===== src/rtl/sram_like_arbiter_if.sv =====
// SRAM-like bus bundle: address phase (req..wdata / addr_ok) and
// response phase (data_ok / rdata). The master drives the request side.
interface sram_like_arbiter_if;
    logic        req;
    logic        wr;
    logic [1:0]  size;
    logic [3:0]  wstrb;
    logic [31:0] addr;
    logic [31:0] wdata;
    logic        addr_ok;
    logic        data_ok;
    logic [31:0] rdata;

    modport master (
        output req, wr, size, wstrb, addr, wdata,
        input  addr_ok, data_ok, rdata
    );

    modport slave (
        input  req, wr, size, wstrb, addr, wdata,
        output addr_ok, data_ok, rdata
    );
endinterface


===== src/rtl/sram_like_arbiter.sv =====
// Two-master arbiter for one SRAM-like memory port. The winner of each
// address phase is recorded in an in-order ID FIFO so that responses are
// steered back to the instruction (ID 0) or data (ID 1) master in request order.
module sram_like_arbiter #(
    parameter int unsigned MAX_OUTST = 4,
    parameter int unsigned DATA_PRIO = 1
) (
    input  logic                  clk,
    input  logic                  resetn,
    sram_like_arbiter_if.slave    inst,
    sram_like_arbiter_if.slave    data,
    sram_like_arbiter_if.master   mem,
    output logic                  rsp_err
);

    localparam int unsigned AW      = $clog2(MAX_OUTST);
    localparam logic [AW:0] MAX_CNT = (AW + 1)'(MAX_OUTST);

    logic          sel;
    logic          sel_req;
    logic          lock;
    logic          lock_sel;
    logic          push;
    logic          pop;
    logic          head;
    logic [AW-1:0] rd_ptr;
    logic [AW-1:0] wr_ptr;
    logic [AW:0]   occ;
    logic          id_fifo [MAX_OUTST];

    // Grant: a stalled address phase keeps its owner, otherwise fixed priority.
    always_comb begin
        sel = 1'b0;
        if (lock)
            sel = lock_sel;
        else if (inst.req && data.req)
            sel = (DATA_PRIO != 0);
        else
            sel = data.req;
    end

    // Address-phase forwarding from the granted master; the full check uses
    // registered occupancy so a same-cycle pop does not release a new request.
    always_comb begin
        sel_req   = sel ? data.req : inst.req;
        mem.req   = sel_req && (occ < MAX_CNT);
        mem.wr    = sel ? data.wr    : inst.wr;
        mem.size  = sel ? data.size  : inst.size;
        mem.wstrb = sel ? data.wstrb : inst.wstrb;
        mem.addr  = sel ? data.addr  : inst.addr;
        mem.wdata = sel ? data.wdata : inst.wdata;
    end

    // Handshake decode and response steering by the oldest outstanding ID.
    always_comb begin
        push         = mem.req && mem.addr_ok;
        pop          = mem.data_ok && (occ != '0);
        head         = id_fifo[rd_ptr];
        inst.addr_ok = push && !sel;
        data.addr_ok = push && sel;
        inst.data_ok = pop && !head;
        data.data_ok = pop && head;
        inst.rdata   = mem.rdata;
        data.rdata   = mem.rdata;
    end

    // Lock tracks an offered-but-unaccepted address; it drops on accept or
    // when the locked master withdraws (mem.req falls, nothing is pushed).
    always_ff @(posedge clk) begin
        if (!resetn) begin
            lock     <= 1'b0;
            lock_sel <= 1'b0;
        end else begin
            lock     <= mem.req && !mem.addr_ok;
            lock_sel <= sel;
        end
    end

    // ID FIFO pointers, occupancy and the sticky unexpected-response flag.
    always_ff @(posedge clk) begin
        if (!resetn) begin
            rd_ptr  <= '0;
            wr_ptr  <= '0;
            occ     <= '0;
            rsp_err <= 1'b0;
        end else begin
            if (push)
                wr_ptr <= wr_ptr + AW'(1);
            if (pop)
                rd_ptr <= rd_ptr + AW'(1);
            case ({push, pop})
                2'b10:   occ <= occ + (AW + 1)'(1);
                2'b01:   occ <= occ - (AW + 1)'(1);
                default: occ <= occ;
            endcase
            if (mem.data_ok && (occ == '0))
                rsp_err <= 1'b1;
        end
    end

    // ID storage; contents beyond the pointers are don't-care so no reset.
    always_ff @(posedge clk) begin
        if (push)
            id_fifo[wr_ptr] <= sel;
    end

endmodule


===== src/flat_wrapper.sv =====
// flat-port wrapper written by rule: the top's interface ports become plain ports
module sram_like_arbiter_flat 
#(
    parameter int unsigned MAX_OUTST = 4,
    parameter int unsigned DATA_PRIO = 1
)
  (clk, resetn, rsp_err, inst_req, inst_wr, inst_size, inst_wstrb, inst_addr, inst_wdata, inst_addr_ok, inst_data_ok, inst_rdata, data_req, data_wr, data_size, data_wstrb, data_addr, data_wdata, data_addr_ok, data_data_ok, data_rdata, mem_req, mem_wr, mem_size, mem_wstrb, mem_addr, mem_wdata, mem_addr_ok, mem_data_ok, mem_rdata);
  sram_like_arbiter_if inst_i ();
  sram_like_arbiter_if data_i ();
  sram_like_arbiter_if mem_i ();
  input  logic clk;
  input  logic resetn;
  output logic rsp_err;
  input wire logic [$bits(inst_i.req)-1:0] inst_req;
  input wire logic [$bits(inst_i.wr)-1:0] inst_wr;
  input wire logic [$bits(inst_i.size)-1:0] inst_size;
  input wire logic [$bits(inst_i.wstrb)-1:0] inst_wstrb;
  input wire logic [$bits(inst_i.addr)-1:0] inst_addr;
  input wire logic [$bits(inst_i.wdata)-1:0] inst_wdata;
  output wire logic [$bits(inst_i.addr_ok)-1:0] inst_addr_ok;
  output wire logic [$bits(inst_i.data_ok)-1:0] inst_data_ok;
  output wire logic [$bits(inst_i.rdata)-1:0] inst_rdata;
  input wire logic [$bits(data_i.req)-1:0] data_req;
  input wire logic [$bits(data_i.wr)-1:0] data_wr;
  input wire logic [$bits(data_i.size)-1:0] data_size;
  input wire logic [$bits(data_i.wstrb)-1:0] data_wstrb;
  input wire logic [$bits(data_i.addr)-1:0] data_addr;
  input wire logic [$bits(data_i.wdata)-1:0] data_wdata;
  output wire logic [$bits(data_i.addr_ok)-1:0] data_addr_ok;
  output wire logic [$bits(data_i.data_ok)-1:0] data_data_ok;
  output wire logic [$bits(data_i.rdata)-1:0] data_rdata;
  output wire logic [$bits(mem_i.req)-1:0] mem_req;
  output wire logic [$bits(mem_i.wr)-1:0] mem_wr;
  output wire logic [$bits(mem_i.size)-1:0] mem_size;
  output wire logic [$bits(mem_i.wstrb)-1:0] mem_wstrb;
  output wire logic [$bits(mem_i.addr)-1:0] mem_addr;
  output wire logic [$bits(mem_i.wdata)-1:0] mem_wdata;
  input wire logic [$bits(mem_i.addr_ok)-1:0] mem_addr_ok;
  input wire logic [$bits(mem_i.data_ok)-1:0] mem_data_ok;
  input wire logic [$bits(mem_i.rdata)-1:0] mem_rdata;
  assign inst_i.req = inst_req;
  assign inst_i.wr = inst_wr;
  assign inst_i.size = inst_size;
  assign inst_i.wstrb = inst_wstrb;
  assign inst_i.addr = inst_addr;
  assign inst_i.wdata = inst_wdata;
  assign inst_addr_ok = inst_i.addr_ok;
  assign inst_data_ok = inst_i.data_ok;
  assign inst_rdata = inst_i.rdata;
  assign data_i.req = data_req;
  assign data_i.wr = data_wr;
  assign data_i.size = data_size;
  assign data_i.wstrb = data_wstrb;
  assign data_i.addr = data_addr;
  assign data_i.wdata = data_wdata;
  assign data_addr_ok = data_i.addr_ok;
  assign data_data_ok = data_i.data_ok;
  assign data_rdata = data_i.rdata;
  assign mem_req = mem_i.req;
  assign mem_wr = mem_i.wr;
  assign mem_size = mem_i.size;
  assign mem_wstrb = mem_i.wstrb;
  assign mem_addr = mem_i.addr;
  assign mem_wdata = mem_i.wdata;
  assign mem_i.addr_ok = mem_addr_ok;
  assign mem_i.data_ok = mem_data_ok;
  assign mem_i.rdata = mem_rdata;
  sram_like_arbiter #(.MAX_OUTST(MAX_OUTST), .DATA_PRIO(DATA_PRIO)) u_core (.clk(clk), .resetn(resetn), .inst(inst_i), .data(data_i), .mem(mem_i), .rsp_err(rsp_err));
endmodule

===== config.mk =====
export PLATFORM = sky130hd
export DESIGN_NAME = sram_like_arbiter_flat
export DESIGN_NICKNAME = d
export VERILOG_FILES = /design/src/rtl/sram_like_arbiter_if.sv /design/src/rtl/sram_like_arbiter.sv /design/src/flat_wrapper.sv
export SDC_FILE = /design/constraint.sdc
export NUM_CORES = 1
export LEC_CHECK = 0
export ABC_CLOCK_PERIOD_IN_PS = 2050
export CAP_MARGIN = 10
export CELL_PAD_IN_SITES_DETAIL_PLACEMENT = 0
export CELL_PAD_IN_SITES_GLOBAL_PLACEMENT = 1
export CORE_MARGIN = 2
export CORE_UTILIZATION = 13
export DETAILED_ROUTE_END_ITERATION = 7
export PLACE_DENSITY = 0.91
export SLEW_MARGIN = 20
export SYNTH_ARGS = -nofsm -noshare
export SYNTH_HDL_FRONTEND = slang
export SYNTH_SLANG_ARGS = --single-unit

===== constraint.sdc =====
create_clock -name clk -period 2.05 [get_ports clk]
set_input_delay 0.205 -clock clk [delete_from_list [all_inputs] [get_ports clk]]
set_output_delay 0.205 -clock clk [all_outputs]
set_load 0.05 [all_outputs]

Yosys cells after proc, flatten, opt, wreduce, memory -nomap -nowiden
Memories as Yosys holds them, arrays and structs flattened. A register that Yosys moved wholly into a read port is not among the register bits.
Cells that the tools add are included.
Widths: inputs -> output; s select.
{"block": "word_totals", "register_bits": 10, "word_cells": 43, "inputBits": 180, "ramBits": 4, "memories": 1}
{"block": "op_classes", "magnitude_cmp": 1, "eq_ne": 2, "addsub": 4, "reduce_logical": 16, "muxes": 13}
{"name": "u_core.id_fifo", "depth": 4, "word_bits": 1, "rd": 1, "rd_ports_with_merged_regs": 1, "write_ports": 1, "line": "sram_like_arbiter.sv:29", "text": "logic id_fifo [MAX_OUTST];"}
{"operator": "$mux 32", "count": 2}
{"operator": "$logic_and 1x1->1", "count": 10}
{"operator": "$mux 1", "count": 6}
{"operator": "$mux 2", "count": 3}
{"operator": "$pmux 3 s2", "count": 1}
{"operator": "$add 2x1->2 const B", "count": 2}
{"operator": "$mux 4", "count": 1}
{"operator": "$add 3x1->3 const B", "count": 1}
{"operator": "$logic_not 1->1", "count": 3}
{"operator": "$logic_not 3->1", "count": 1}
{"operator": "$lt 3x3->1 const B", "count": 1}
{"operator": "$reduce_bool 3->1", "count": 1}
{"operator": "$sub 3x1->3 const B", "count": 1}
{"operator": "$eq 2x1->1 const B", "count": 1}
{"operator": "$eq 2x2->1 const B", "count": 1}
{"operator": "$reduce_bool 2->1", "count": 1}

Longest topological paths before layout
{"block": "logic_depth", "depth_word": 8, "depth_mapped": 9}

Worst setup path before layout
Ideal clock, no wire load.
{"block": "synth_timing", "path_type": "reg-to-reg", "startpoint": "register u_core.lock", "endpoint": "register u_core.occ[2]", "path_slack_ns": -0.174, "t_required_ns": 1.978, "stages_incl_launch_ff": 10, "n_path_buf": 0, "t_arrival_ns": 2.152, "setup_ns": 0.072, "path_cell_list": "dfxtp_1 > or3b_1 > o2111a_1 > inv_1 > ha_1 > inv_1 > fa_1 > xor2_1 > or3_1 > a21oi_1"}
{"block": "synth_between", "elab_chain_cells": 6}
{"item": "from (decl)", "line": "sram_like_arbiter.sv:21", "text": "logic lock;"}
{"item": "from (signal assigned)", "line": "sram_like_arbiter.sv:74", "text": "lock <= mem.req && !mem.addr_ok;"}
{"item": "$mux 1 *", "line": "sram_like_arbiter.sv:34", "text": "if (lock)"}
{"item": "$mux 1 *", "line": "sram_like_arbiter.sv:45", "text": "sel_req = sel ? data.req : inst.req;"}
{"item": "$logic_and 1x1->1 *", "line": "sram_like_arbiter.sv:46", "text": "mem.req = sel_req && (occ < MAX_CNT);"}
{"item": "$logic_and 1x1->1 *", "line": "sram_like_arbiter.sv:56", "text": "push = mem.req && mem.addr_ok;"}
{"item": "$eq 2x1->1 or $eq 2x2->1 (tied branches)", "line": "sram_like_arbiter.sv:91", "text": "case ({push, pop})"}
{"item": "$pmux 3 s2 or $reduce_bool 2->1 (tied branches)"}
{"item": "to (signal assigned)", "line": "sram_like_arbiter.sv:92", "text": "2'b10: occ <= occ + (AW + 1)'(1);"}
{"item": "to (signal assigned)", "line": "sram_like_arbiter.sv:93", "text": "2'b01: occ <= occ - (AW + 1)'(1);"}
{"item": "to (decl)", "line": "sram_like_arbiter.sv:28", "text": "logic [AW:0] occ;"}
Mark *: on every way between the ends. The rest lies on a longest branch, timed or not.
A chain may end at the register's enable or synchronous reset.

Worst setup path in the final report
{"block": "layout_timing", "startpoint": "register u_core.lock_sel", "endpoint": "register u_core.occ[2]"}
{"block": "layout_between", "elab_chain_cells": 6}
{"item": "from (decl)", "line": "sram_like_arbiter.sv:22", "text": "logic lock_sel;"}
{"item": "from (signal assigned)", "line": "sram_like_arbiter.sv:75", "text": "lock_sel <= sel;"}
{"item": "$mux 1 *", "line": "sram_like_arbiter.sv:34"}
{"item": "$mux 1 *", "line": "sram_like_arbiter.sv:45"}
{"item": "$logic_and 1x1->1 *", "line": "sram_like_arbiter.sv:46"}
{"item": "$logic_and 1x1->1 *", "line": "sram_like_arbiter.sv:56"}
{"item": "$eq 2x1->1 or $eq 2x2->1 (tied branches)", "line": "sram_like_arbiter.sv:91"}
{"item": "$pmux 3 s2 or $reduce_bool 2->1 (tied branches)"}
Marks and branches as above.

==> reports/results.txt <==
Outcome - complete, but fails checks
Violations in the final reports - negative setup slack
Leakage power total - 0.00215 uW
Clock-pin slew of the registers on the worst-case setup and hold paths - 50 ps
CTS sink cnt - 16
# H-tree levels - 1
Final-stage net count - 580
Mean area per synthesized cell - 9.71 sq um
Via count of the first global-routing pass - 2393
Overall die width - 131 microns
Fraction of layout instances using a drive strength above 1 - 45.8%
Number of instances in the synthesized netlist - 217
Initial DRC count - 81
Via count - 2276
Worst-skew pair later-pin latency - 240 ps
Share of synthesized area occupied by flip-flops and latches - 17.1%
Clock tree from TritonCTS - built
Register area - 362 sq um
Maximum number of pins on one net before global-route repair - 31
Sum of negative setup slack - -51.8 ps
Initial core utilization - 13.3%
Count of warnings emitted by yosys - 0
# fillers - 1613
Sort of element at the start of the critical path - register
Routability-driven placement congestion ratio - 0.893
Bufs on Longest Clock Path - 2
Kind of end point of the critical path - register
Largest clock skew in the final design - 1.30 ps
Final critical path time including I/O delays and setup - 2100 ps
Unrepaired setup endpoints after global routing - yes
Power per Cell Area - 667 nW/um^2
Overall die area - 17200 sq um
Data arrival time of the worst path - 2270 ps
Number of antenna violations at the first check in global routing - 0
Number of library cell types mapped by synthesis - 27
Worst max-slew margin expressed relative to the limit - 66.2%
Worst setup path category - reg -> reg
Syn_nets - 403
Core Box Area - 15900 sq um
Number of rows created at floorplan - 46
Largest fanout on the critical path - 2
Post-synthesis instance area - 2110 sq um
Number of flip-flops and latches in the synthesized netlist - 16
Routed wire per std cell - 18.7 microns
Vias per cell - 3.74
Total CTS buffers - 3
Flip-flop cell with the highest count after synthesis - dfxtp_1
F_max - 0.476 GHz
Async S/R FF share, synth - 0%
Vert. Die Dim - 131 microns
Final-layout worst hold slack - 410 ps
Global router's overall resource usage - 10.8%
Fin crit share - 103%
Drc violations - 0
Antenna cell count - 0
Total congestion overflow after global routing - 0
Data required time of the worst path - 2220 ps
Path category of the worst min-delay check - in -> out
Setup Viol. Count Final - 1
Global-route wire length before repair - 14500 microns
Post-route antenna net violation count - 0
Final-report hold violation count - 0
Total of buffers placed on input and output ports - 224
Post-layout instance count excluding filler cells - 609
Placed Cells incl. Taps - 594
Pins over their slew limit - 0
Number of maximum-capacitance violations - 0
Area Growth Syn to Fin - 136%
Top library cells by usage in the layout, fill and taps aside - clkdlybuf4s50_1 (147), mux2_4 (58), buf_8 (35)
Buffer type at the clock tree root - clkbuf_16
I/O pin cnt - 321
Post-placement worst setup slack - -385 ps
Max rail drop VDD - 309 uV
Most frequent standard cell in the layout excluding fill and tap cells - clkdlybuf4s50_1
Multi-input combinational cell area - 1400 sq um
Drt total wl - 11400 microns
Placed wire-length estimate after detailed placement - 7960 microns
Post-synth EDFFs - 4
Drt pass-1 iters - 4
Worst setup margin - -51.8 ps
Measured slew at the worst slew-check pin - 506 ps
-- cell families after synthesis --
family          after synthesis  share of synthesized area (%)
compound gates                8                           2.79
xor+xnor                      4                           1.66
fa+ha+maj                     6                           3.92
buf+inv                      82                           28.4
flops                        16                           17.1
mux                          75                           40.4
simple gates                 26                           5.70
-- per-stage QoR --
stage	utilization (%)	instance area, sq um	total power, uW
finish	31.2	4960	3310
global route	31.2	4960	3460
CTS	27.5	4370	3020
detailed placement	25.6	4070	2470
global placement	25.6	4070	2440
floorplan	-	2120	1990
-- what timing repair did --
item                       CTS  global route
pin swaps                    3             3
hold buffers                 0             0
setup endpoints to repair   56            71
gates cloned                 2             5
setup buffers                2             2
gates resized for setup     37           126
-- worst max-delay path, stage by stage (launching register included) --
cell,delay (ps)
dfxtp_1,310
or3b_1,370
o2111a_2,160
inv_2,80
ha_4,120
inv_1,50
fa_2,330
xor2_1,150
or3_1,320
a21oi_1,140
-- layer usage --
metal  global-route usage (%)  routed length (microns)  vias up
met5                        0                        0        -
met4                     2.72                      343        0
met3                     4.67                     1240       30
met2                     18.7                     5550      165
met1                     12.2                     4240     1053
li1                         -                        -     1028
-- power breakdown --
| part | internal (uW) | switching, uW |
|---|---|---|
| clock | 296 | 117 |
| combinational | 1200 | 1240 |
| sequential | 401 | 52.8 |
-- Yosys cell counts (2+ instances only) --
| library cell | n | area (sq um) |
|---|---|---|
| mux2_2 | 71 | 800 |
| and2_1 | 4 | 25.0 |
| dfxtp_1 | 12 | 240 |
| xor2_1 | 4 | 35.0 |
| nand2_1 | 5 | 18.8 |
| mux2i_1 | 3 | 30.0 |
| ha_1 | 5 | 62.6 |
| a21oi_1 | 2 | 10.0 |
| nor2_1 | 13 | 48.8 |
| buf_6 | 6 | 67.6 |
| edfxtp_1 | 4 | 120 |
| buf_4 | 65 | 488 |
| inv_1 | 9 | 33.8 |
-- worst paths after layout --
check,from,endpoint,slack [ps],cells past startpoint
hold / removal,mem_rdata[17],data_rdata[17],410,0
hold reg to reg,u_core.rsp_err,u_core.rsp_err,490,2
setup / recovery,u_core.lock_sel,u_core.occ[2],-50,9
setup reg to reg,u_core.lock_sel,u_core.occ[2],-50,9
-- cell type report --
type	count	area share [%]
flip-flops and latches	16	7.29
clock buffers	4	1.79
well taps	216	5.44
inverters	10	0.756
multi-input cells	119	28.2
repair buffers	244	56.5
Power figures use the tool's default switching activity.
